`src/rtl/reg_writeback_ctrl.sv`:
```
// Register-file writeback controller: arbitrates ALU/load results into a FIFO,
// drains one entry per cycle to the RF write port, and tracks pending writes.
// Optional: define WB_RR_ARB_EN for round-robin arbitration (default: mem-over-alu).
module reg_writeback_ctrl #(
  parameter int unsigned DEPTH = 4,
  parameter int unsigned AW    = 2
) (
  input  logic          clk,
  input  logic          rst,
  input  logic          alu_valid,
  output logic          alu_ready,
  input  logic [4:0]    alu_rd,
  input  logic [31:0]   alu_data,
  input  logic          mem_valid,
  output logic          mem_ready,
  input  logic [4:0]    mem_rd,
  input  logic [31:0]   mem_data,
  input  logic          issue_valid,
  input  logic [4:0]    issue_rd,
  output logic          rf_we,
  output logic [4:0]    rf_rd,
  output logic [31:0]   rf_din,
  output logic [31:0]   busy,
  output logic [AW:0]   fifo_count
);

  localparam logic [AW:0]   DEPTH_C = (AW+1)'(DEPTH);
  localparam logic [AW:0]   CNT_ONE = (AW+1)'(1);
  localparam logic [AW-1:0] PTR_ONE = AW'(1);

  logic [4:0]    rd_mem_q   [DEPTH];
  logic [31:0]   data_mem_q [DEPTH];

  logic [AW-1:0] wptr_q, wptr_d;
  logic [AW-1:0] rptr_q, rptr_d;
  logic [AW:0]   count_q, count_d;

  logic          rf_we_q, rf_we_d;
  logic [4:0]    rf_rd_q, rf_rd_d;
  logic [31:0]   rf_din_q, rf_din_d;
  logic [31:0]   busy_q, busy_d;

  logic          space;
  logic          alu_hs, mem_hs;
  logic          push, pop;
  logic [4:0]    push_rd;
  logic [31:0]   push_data;

  // Space is judged on the registered count only; a same-cycle pop does not help.
  assign space = (count_q < DEPTH_C);

`ifdef WB_RR_ARB_EN
  logic last_q, last_d;  // 1 = load unit granted last, 0 = ALU granted last

  always_comb begin
    mem_ready = space && (!alu_valid || !last_q);
    alu_ready = space && (!mem_valid || last_q);
  end

  always_comb begin
    last_d = last_q;
    if (mem_hs) begin
      last_d = 1'b1;
    end else if (alu_hs) begin
      last_d = 1'b0;
    end
  end

  always_ff @(posedge clk) begin
    if (rst) begin
      last_q <= 1'b0;
    end else begin
      last_q <= last_d;
    end
  end
`else
  always_comb begin
    mem_ready = space;
    alu_ready = space && !mem_valid;
  end
`endif

  assign mem_hs = mem_valid && mem_ready;
  assign alu_hs = alu_valid && alu_ready;

  always_comb begin
    push_rd   = alu_rd;
    push_data = alu_data;
    if (mem_hs) begin
      push_rd   = mem_rd;
      push_data = mem_data;
    end
  end

  // Writes to x0 complete the handshake but never occupy a slot.
  assign push = (mem_hs || alu_hs) && (push_rd != '0);
  assign pop  = (count_q != '0);

  always_comb begin
    wptr_d  = wptr_q;
    rptr_d  = rptr_q;
    count_d = count_q;
    if (push) begin
      wptr_d = wptr_q + PTR_ONE;
    end
    if (pop) begin
      rptr_d = rptr_q + PTR_ONE;
    end
    case ({push, pop})
      2'b10:   count_d = count_q + CNT_ONE;
      2'b01:   count_d = count_q - CNT_ONE;
      default: count_d = count_q;
    endcase
  end

  always_comb begin
    rf_we_d  = 1'b0;
    rf_rd_d  = rf_rd_q;
    rf_din_d = rf_din_q;
    if (pop) begin
      rf_we_d  = 1'b1;
      rf_rd_d  = rd_mem_q[rptr_q];
      rf_din_d = data_mem_q[rptr_q];
    end
  end

  // Clear is applied before set so a same-edge issue to the same index survives.
  always_comb begin
    busy_d = busy_q;
    if (rf_we_q) begin
      busy_d[rf_rd_q] = 1'b0;
    end
    if (issue_valid && (issue_rd != '0)) begin
      busy_d[issue_rd] = 1'b1;
    end
    busy_d[0] = 1'b0;
  end

  always_ff @(posedge clk) begin
    if (push) begin
      rd_mem_q[wptr_q]   <= push_rd;
      data_mem_q[wptr_q] <= push_data;
    end
  end

  always_ff @(posedge clk) begin
    if (rst) begin
      wptr_q   <= '0;
      rptr_q   <= '0;
      count_q  <= '0;
      rf_we_q  <= 1'b0;
      rf_rd_q  <= '0;
      rf_din_q <= '0;
      busy_q   <= '0;
    end else begin
      wptr_q   <= wptr_d;
      rptr_q   <= rptr_d;
      count_q  <= count_d;
      rf_we_q  <= rf_we_d;
      rf_rd_q  <= rf_rd_d;
      rf_din_q <= rf_din_d;
      busy_q   <= busy_d;
    end
  end

  assign rf_we      = rf_we_q;
  assign rf_rd      = rf_rd_q;
  assign rf_din     = rf_din_q;
  assign busy       = busy_q;
  assign fifo_count = count_q;

endmodule

```
`config.mk`:
```
export PLATFORM = sky130hd
export DESIGN_NAME = reg_writeback_ctrl
export DESIGN_NICKNAME = d
export VERILOG_FILES = /design/src/rtl/reg_writeback_ctrl.sv
export SDC_FILE = /design/constraint.sdc
export NUM_CORES = 1
export LEC_CHECK = 0
export ABC_CLOCK_PERIOD_IN_PS = 6520
export BUFFER_PORTS_ARGS = -buffer_cell sky130_fd_sc_hd__buf_2
export CAP_MARGIN = 15
export CELL_PAD_IN_SITES_DETAIL_PLACEMENT = 0
export CELL_PAD_IN_SITES_GLOBAL_PLACEMENT = 1
export CORE_ASPECT_RATIO = 1.25
export CORE_MARGIN = 2
export CORE_UTILIZATION = 49
export CTS_CLUSTER_DIAMETER = 120
export CTS_CLUSTER_SIZE = 24
export DETAILED_ROUTE_END_ITERATION = 10
export GPL_TIMING_DRIVEN = 0
export PLACE_DENSITY = 0.83
export SLEW_MARGIN = 10
export SYNTH_ARGS = -nofsm -noshare
export SYNTH_HDL_FRONTEND = slang
export SYNTH_SLANG_ARGS = --single-unit
export TNS_END_PERCENT = 20
```
`constraint.sdc`:
```
create_clock -name clk -period 6.52 [get_ports clk]
set_input_delay 1.304 -clock clk [delete_from_list [all_inputs] [get_ports clk]]
set_output_delay 1.304 -clock clk [all_outputs]
set_load 0.02 [all_outputs]
```
Word-level counts from Yosys, hierarchy flattened:

Memory sizes are Yosys's and may differ from the RTL's. A register that Yosys moved wholly into a read port is not among the register bits.
Cells that the tools add are included.

* RAM bits: 148
* word-level logic and storage cells: 47
* memories: 2
* register bits: 40
* output and inout port bits: 75
* input port bits: 84

* magnitude comparators: 5
* bitwise logic cells: 3
* equal/unequal tests: 2
* add/subtract/negate cells: 4
* multiplexer cells: 12
* reductions and logical operators: 13

Memory list
* data_mem_q: words 4, width 32, read ports 1, clocked after memory_dff 1, wr ports 1, RTL line 32 `logic [31:0] data_mem_q [DEPTH];`
* rd_mem_q: words 4, width 5, read ports 1, clocked after memory_dff 1, wr ports 1, RTL line 31 `logic [4:0] rd_mem_q [DEPTH];`

Operators by type and width (number)
* $mux 32: 3
* $and 32x32->32: 1
* $not 32->32: 1
* $or 32x32->32: 1
* $lt 5x6->1 const B: 2
* $demux 1 s5: 2
* $ge 5x1->1 const B: 2
* $reduce_bool 5->1: 2
* $logic_and 1x1->1: 7
* $pmux 3 s2: 1
* $mux 1: 5
* $mux 5: 1
* $add 2x1->2 const B: 2
* $add 3x1->3 const B: 1
* $lt 3x3->1 const B: 1
* $reduce_bool 3->1: 1
* $sub 3x1->3 const B: 1
* $eq 2x1->1 const B: 1
* $eq 2x2->1 const B: 1
* $reduce_bool 2->1: 1
* $logic_not 1->1: 1
* $logic_or 1x1->1: 1

Longest topological paths before layout:

* depth after elaboration: 9
* depth in mapped cells: 10
* mapped depth without buffers: 10

Worst setup path before layout:

No wires, ideal clock.

* path type: in2reg
* start: in mem_rd[0]
* end: reg count_q[2] (netlist: fifo_count[2])
* library setup time: 0.070 ns
* path slack: 3.275 ns
* cell stages on the path: 10
* arrival: 3.174 ns
* path buffers: 0
* cell sequence: or3_4 nor4_4 a311oi_4 inv_1 ha_1 inv_1 fa_1 xor2_1 or3_1 a21oi_1

* longest elaborated chain between the ends: 5
* elaborated cells between the ends (all ways): 7
* classes of those cells: eq/ne: 2; mux: 2; reduce/logical: 3

RTL lines
* start, declared: RTL line 16 `input logic [4:0] mem_rd,`
* $mux 5 (*): RTL line 89 `if (mem_hs) begin`
* $reduce_bool 5->1 (*): RTL line 96 `assign push = (mem_hs || alu_hs) && (push_rd != '0);`
* $logic_and 1x1->1 (*): RTL line 96
* $eq 2x1->1 or $eq 2x2->1 (tied branches): RTL line 109 `case ({push, pop})`
* $pmux 3 s2 or $reduce_bool 2->1 (tied branches)
* end signal, assigned: RTL line 158 `count_q <= count_d;`
* end, declared: RTL line 36 `logic [AW:0] count_q, count_d;`

Every way passes the cells marked *; elsewhere a longest branch is shown, timed or not.
A chain may end at the register's enable or synchronous reset.

Final worst setup path:

Same ends and word-level chain as after synthesis.

==> results.sh <==
export IMPL_status="finished clean"
export IMPL_synth_fa_ha_area_share_pct=0.935
export IMPL_row_count=54
export IMPL_synthMuxAreaShare_pct=14.4
export IMPL_dpl_cell_area_mm2=0.00990
export IMPL_synth_edf_count=148
export IMPL_dp_cells=995
export IMPL_cts_resized=0
export IMPL_cts_sinks=224
export IMPL_hold_path_class="flop to flop"
export IMPL_cpMaxStageDelayCell="or3_4"
export IMPL_h_tree_depth=1
export IMPL_max_clock_path_buffers=3
export IMPL_synth_fp_nets=704
export IMPL_drt_pre_antenna_iters=5
export IMPL_min_path_cells=2
export IMPL_antenna_found_initial=1
export IMPL_layout_common_cells="166 x buf_2, 148 x edfxtp_1, 111 x nand2_1, 76 x dfxtp_1, 70 x a21oi_1"
export IMPL_clkTransAtPathRegs_ns=0.10
export IMPL_antenna_cells=0
export IMPL_ios=159
export IMPL_start_util_pct=50.3
export IMPL_power_leakage_nw=3.78
export IMPL_post_cts_buffers=0
export IMPL_p_seq_share_pct=46.1
export IMPL_final_layout_size_suffix_gt1_share_pct=34.9
export IMPL_p_clk_share_pct=18.6
export IMPL_place_congestion=0.843
export IMPL_power_frac_comb_pct=35.3
export IMPL_max_slew_margin_pct=28.2
export IMPL_required_ns=6.95
export IMPL_setup_viol=0
export IMPL_async_flop_share_pct=0
export IMPL_path_cells="buf_2 > or3_4 > nor4_4 > a311oi_4 > inv_1 > ha_1 > inv_1 > fa_1 > xor2_1 > or3_1 > a21oi_1"
export IMPL_nNetsFinal=876
export IMPL_post_route_period_util_pct=46.1
export IMPL_fin_util_pct=58.5
export IMPL_synth_compound_area_share_pct=6.13
export IMPL_crit_family="simple AND/OR/NAND/NOR gates"
export IMPL_synth_xor_area_share_pct=0.297
export IMPL_grt_pass1_wl_mm=31.1
export IMPL_cp_depth=11
export IMPL_critPathCaptureType="flop"
export IMPL_synth_top_family_by_area="multiplexers"
export IMPL_ir_worst_vdd_v=0.000249
export IMPL_hold_viol=0
export IMPL_hold_buffers=0
export IMPL_yosysUniqueCellTypes=37
export IMPL_fp_dieW_um=124
export IMPL_grt_usage_pct=21.4
export IMPL_synth_seq_cells=224
export IMPL_die_h_um=154
export IMPL_power_density_mw_per_mm2=437
export IMPL_drt_total_wl_mm=20.4
export IMPL_setup_tns_ns=0
export IMPL_path_class="input port to flop"
export IMPL_synth_ff_type="edfxtp_1"
export IMPL_syn_cell_area_mm2=0.00884
export IMPL_slowest_delay_ns=0.40
export IMPL_layout_commonest_cell="buf_2"
export IMPL_worst_r2r_path_depth=4
export IMPL_finish_instance_area_mm2=0.0103
export IMPL_cpMostUsedCell="inv_1"
export IMPL_grt_max_degree=38
export IMPL_critPathBufInv=3
export IMPL_cts_buffers=13
export IMPL_synthToLayoutAreaGrowth_pct=16.3
export IMPL_portBuffers=157
export IMPL_syn_avg_cell_area_um2=14.4
export IMPL_post_drt_wl_per_cell_um=20.0
export IMPL_ys_seq_area_share_pct=67.5
export IMPL_overflow=0
export IMPL_min_period_ns=3.00
export IMPL_power_internal_mw=2.94
export IMPL_die_area_mm2=0.0191
export IMPL_skew_ns=0.0382
export IMPL_drt_drc_violations_left=0
export IMPL_switching_share_pct=34.5
export IMPL_fin_cells=1017
export IMPL_drv_slew=0
export IMPL_drtAntennaViolNets=0
export IMPL_clock_fmax_mhz=333
export IMPL_cts_root_buffer="clkbuf_16"
export IMPL_rsz0062_at_grt="no"
export IMPL_drt_iter0_drc=405
export IMPL_place_hpwl_mm=13.7
export IMPL_maxCapViolCount=0
export IMPL_grt_pass1_vias=5770
export IMPL_yosysWarnings=0
export IMPL_vias=5615
export IMPL_cts_tree="yes"
export IMPL_tightest_slew_ns=1.08
export IMPL_synth_cells=614
export IMPL_arrival_ns=3.43
export IMPL_core_mm2=0.0176
export IMPL_power_switching_mw=1.55
export IMPL_worstPathMaxFanout=7
export IMPL_vias_per_cell=5.52
export IMPL_fill_cells=1407
export IMPL_start_kind="input port"
export IMPL_clk_latency_ns=0.49
export IMPL_synth_simple_area_share_pct=8.23
-- metrics by stage --
stage,hold WS [ns],power [mW],worst slack [ns]
3_5_place_dp,0.442,3.70,2.99
3_3_place_gp,0.437,3.64,3.03
4_1_cts,0.455,4.53,3.48
5_1_grt,0.481,4.74,3.42
6_report,0.456,4.49,3.52
2_1_floorplan,0.481,3.18,3.28
-- routing by layer --
metal / part of all wire (%) / vias to the layer above / track usage (%) / wire [µm]
met1: 40 / 2790 / 26.7 / 8050
met2: 53 / 190 / 38.9 / 10700
met4: 2.2 / 2 / 5.51 / 441
met5: 0.049 / - / 0 / 10
met3: 5.4 / 34 / 2.63 / 1110
li1: - / 2599 / - / -
-- worst reg2reg max path: stages, from the launching register on --
cell,delay [ns]
dfxtp_1,0.55
nand2b_4,0.25
nor4_4,0.06
a311oi_4,0.36
and2_2,0.92
-- state kept, by name, indices dropped and copies added (netlist names) --
signal,cells
rf_rd,5
wptr_q,2
data_mem_q,128
rf_we,1
rf_din,32
busy,31
fifo_count,3
rd_mem_q,20
rptr_q,2
-- Yosys cell counts (2+ instances only) --
| cell type | n | share of area (%) |
|---|---|---|
| and2_2 | 4 | 0.34 |
| o21ai_0 | 33 | 1.9 |
| nor2_1 | 15 | 0.64 |
| mux2_2 | 37 | 4.7 |
| and3_1 | 2 | 0.14 |
| edfxtp_1 | 148 | 50 |
| nor3b_1 | 5 | 0.42 |
| mux4_2 | 37 | 9.4 |
| buf_1 | 2 | 0.085 |
| buf_4 | 7 | 0.59 |
| nand3_1 | 2 | 0.11 |
| dfxtp_1 | 76 | 17 |
| inv_1 | 7 | 0.30 |
| nand2_1 | 111 | 4.7 |
| ha_1 | 5 | 0.71 |
| and3b_1 | 2 | 0.20 |
| xor2_1 | 3 | 0.30 |
| nand2b_1 | 2 | 0.14 |
| buf_2 | 9 | 0.51 |
| nand3b_1 | 5 | 0.42 |
| nor3_1 | 2 | 0.11 |
| clkbuf_1 | 14 | 0.59 |
| or3_1 | 2 | 0.14 |
| a21oi_1 | 70 | 4.0 |
| or3b_2 | 2 | 0.20 |
-- kinds of logic after synthesis --
| kind of cell | Yosys count |
|---|---|
| AO/OA/AOI/OAI | 104 |
| XOR/XNOR | 3 |
| adder cells (fa/ha/maj) | 6 |
| buffers and inverters | 42 |
| flip-flops | 224 |
| multiplexers | 76 |
| other | 1 |
| AND/OR/NAND/NOR | 158 |
-- cell type report --
class	count	area (µm²)	share of cell area [%]
repair buffers	157	786	7.64
clock buffers	20	352	3.42
well taps	224	280	2.73
clock inverters	2	25.0	0.243
plain buffers	34	184	1.79
inverters	8	30.0	0.292
flip-flops and latches	224	5970	58.0
multi-input cells	348	2660	25.8
-- power by group through the flow --
stage	logic [mW]	registers [mW]	clock network (mW)
global route	1.73	2.10	0.904
global placement	1.55	2.08	0
detailed placement	1.60	2.11	0
finish	1.58	2.07	0.836
CTS	1.60	2.07	0.852
floorplan	0.970	2.21	0
-- final timing paths --
path | end | startpoint | slack (ns)
worst min-delay path | rf_din[18]$_SDFFE_PP0P_ | rf_din[18]$_SDFFE_PP0P_ | 0.46
worst min register to register | rf_din[18]$_SDFFE_PP0P_ | rf_din[18]$_SDFFE_PP0P_ | 0.46
worst max-delay path | fifo_count[2]$_SDFFE_PP0P_ | mem_rd[0] | 3.52
worst max register to register | data_mem_q[3][13]$_DFFE_PP_ | fifo_count[2]$_SDFFE_PP0P_ | 3.91
(Power assumes the default switching activity.)
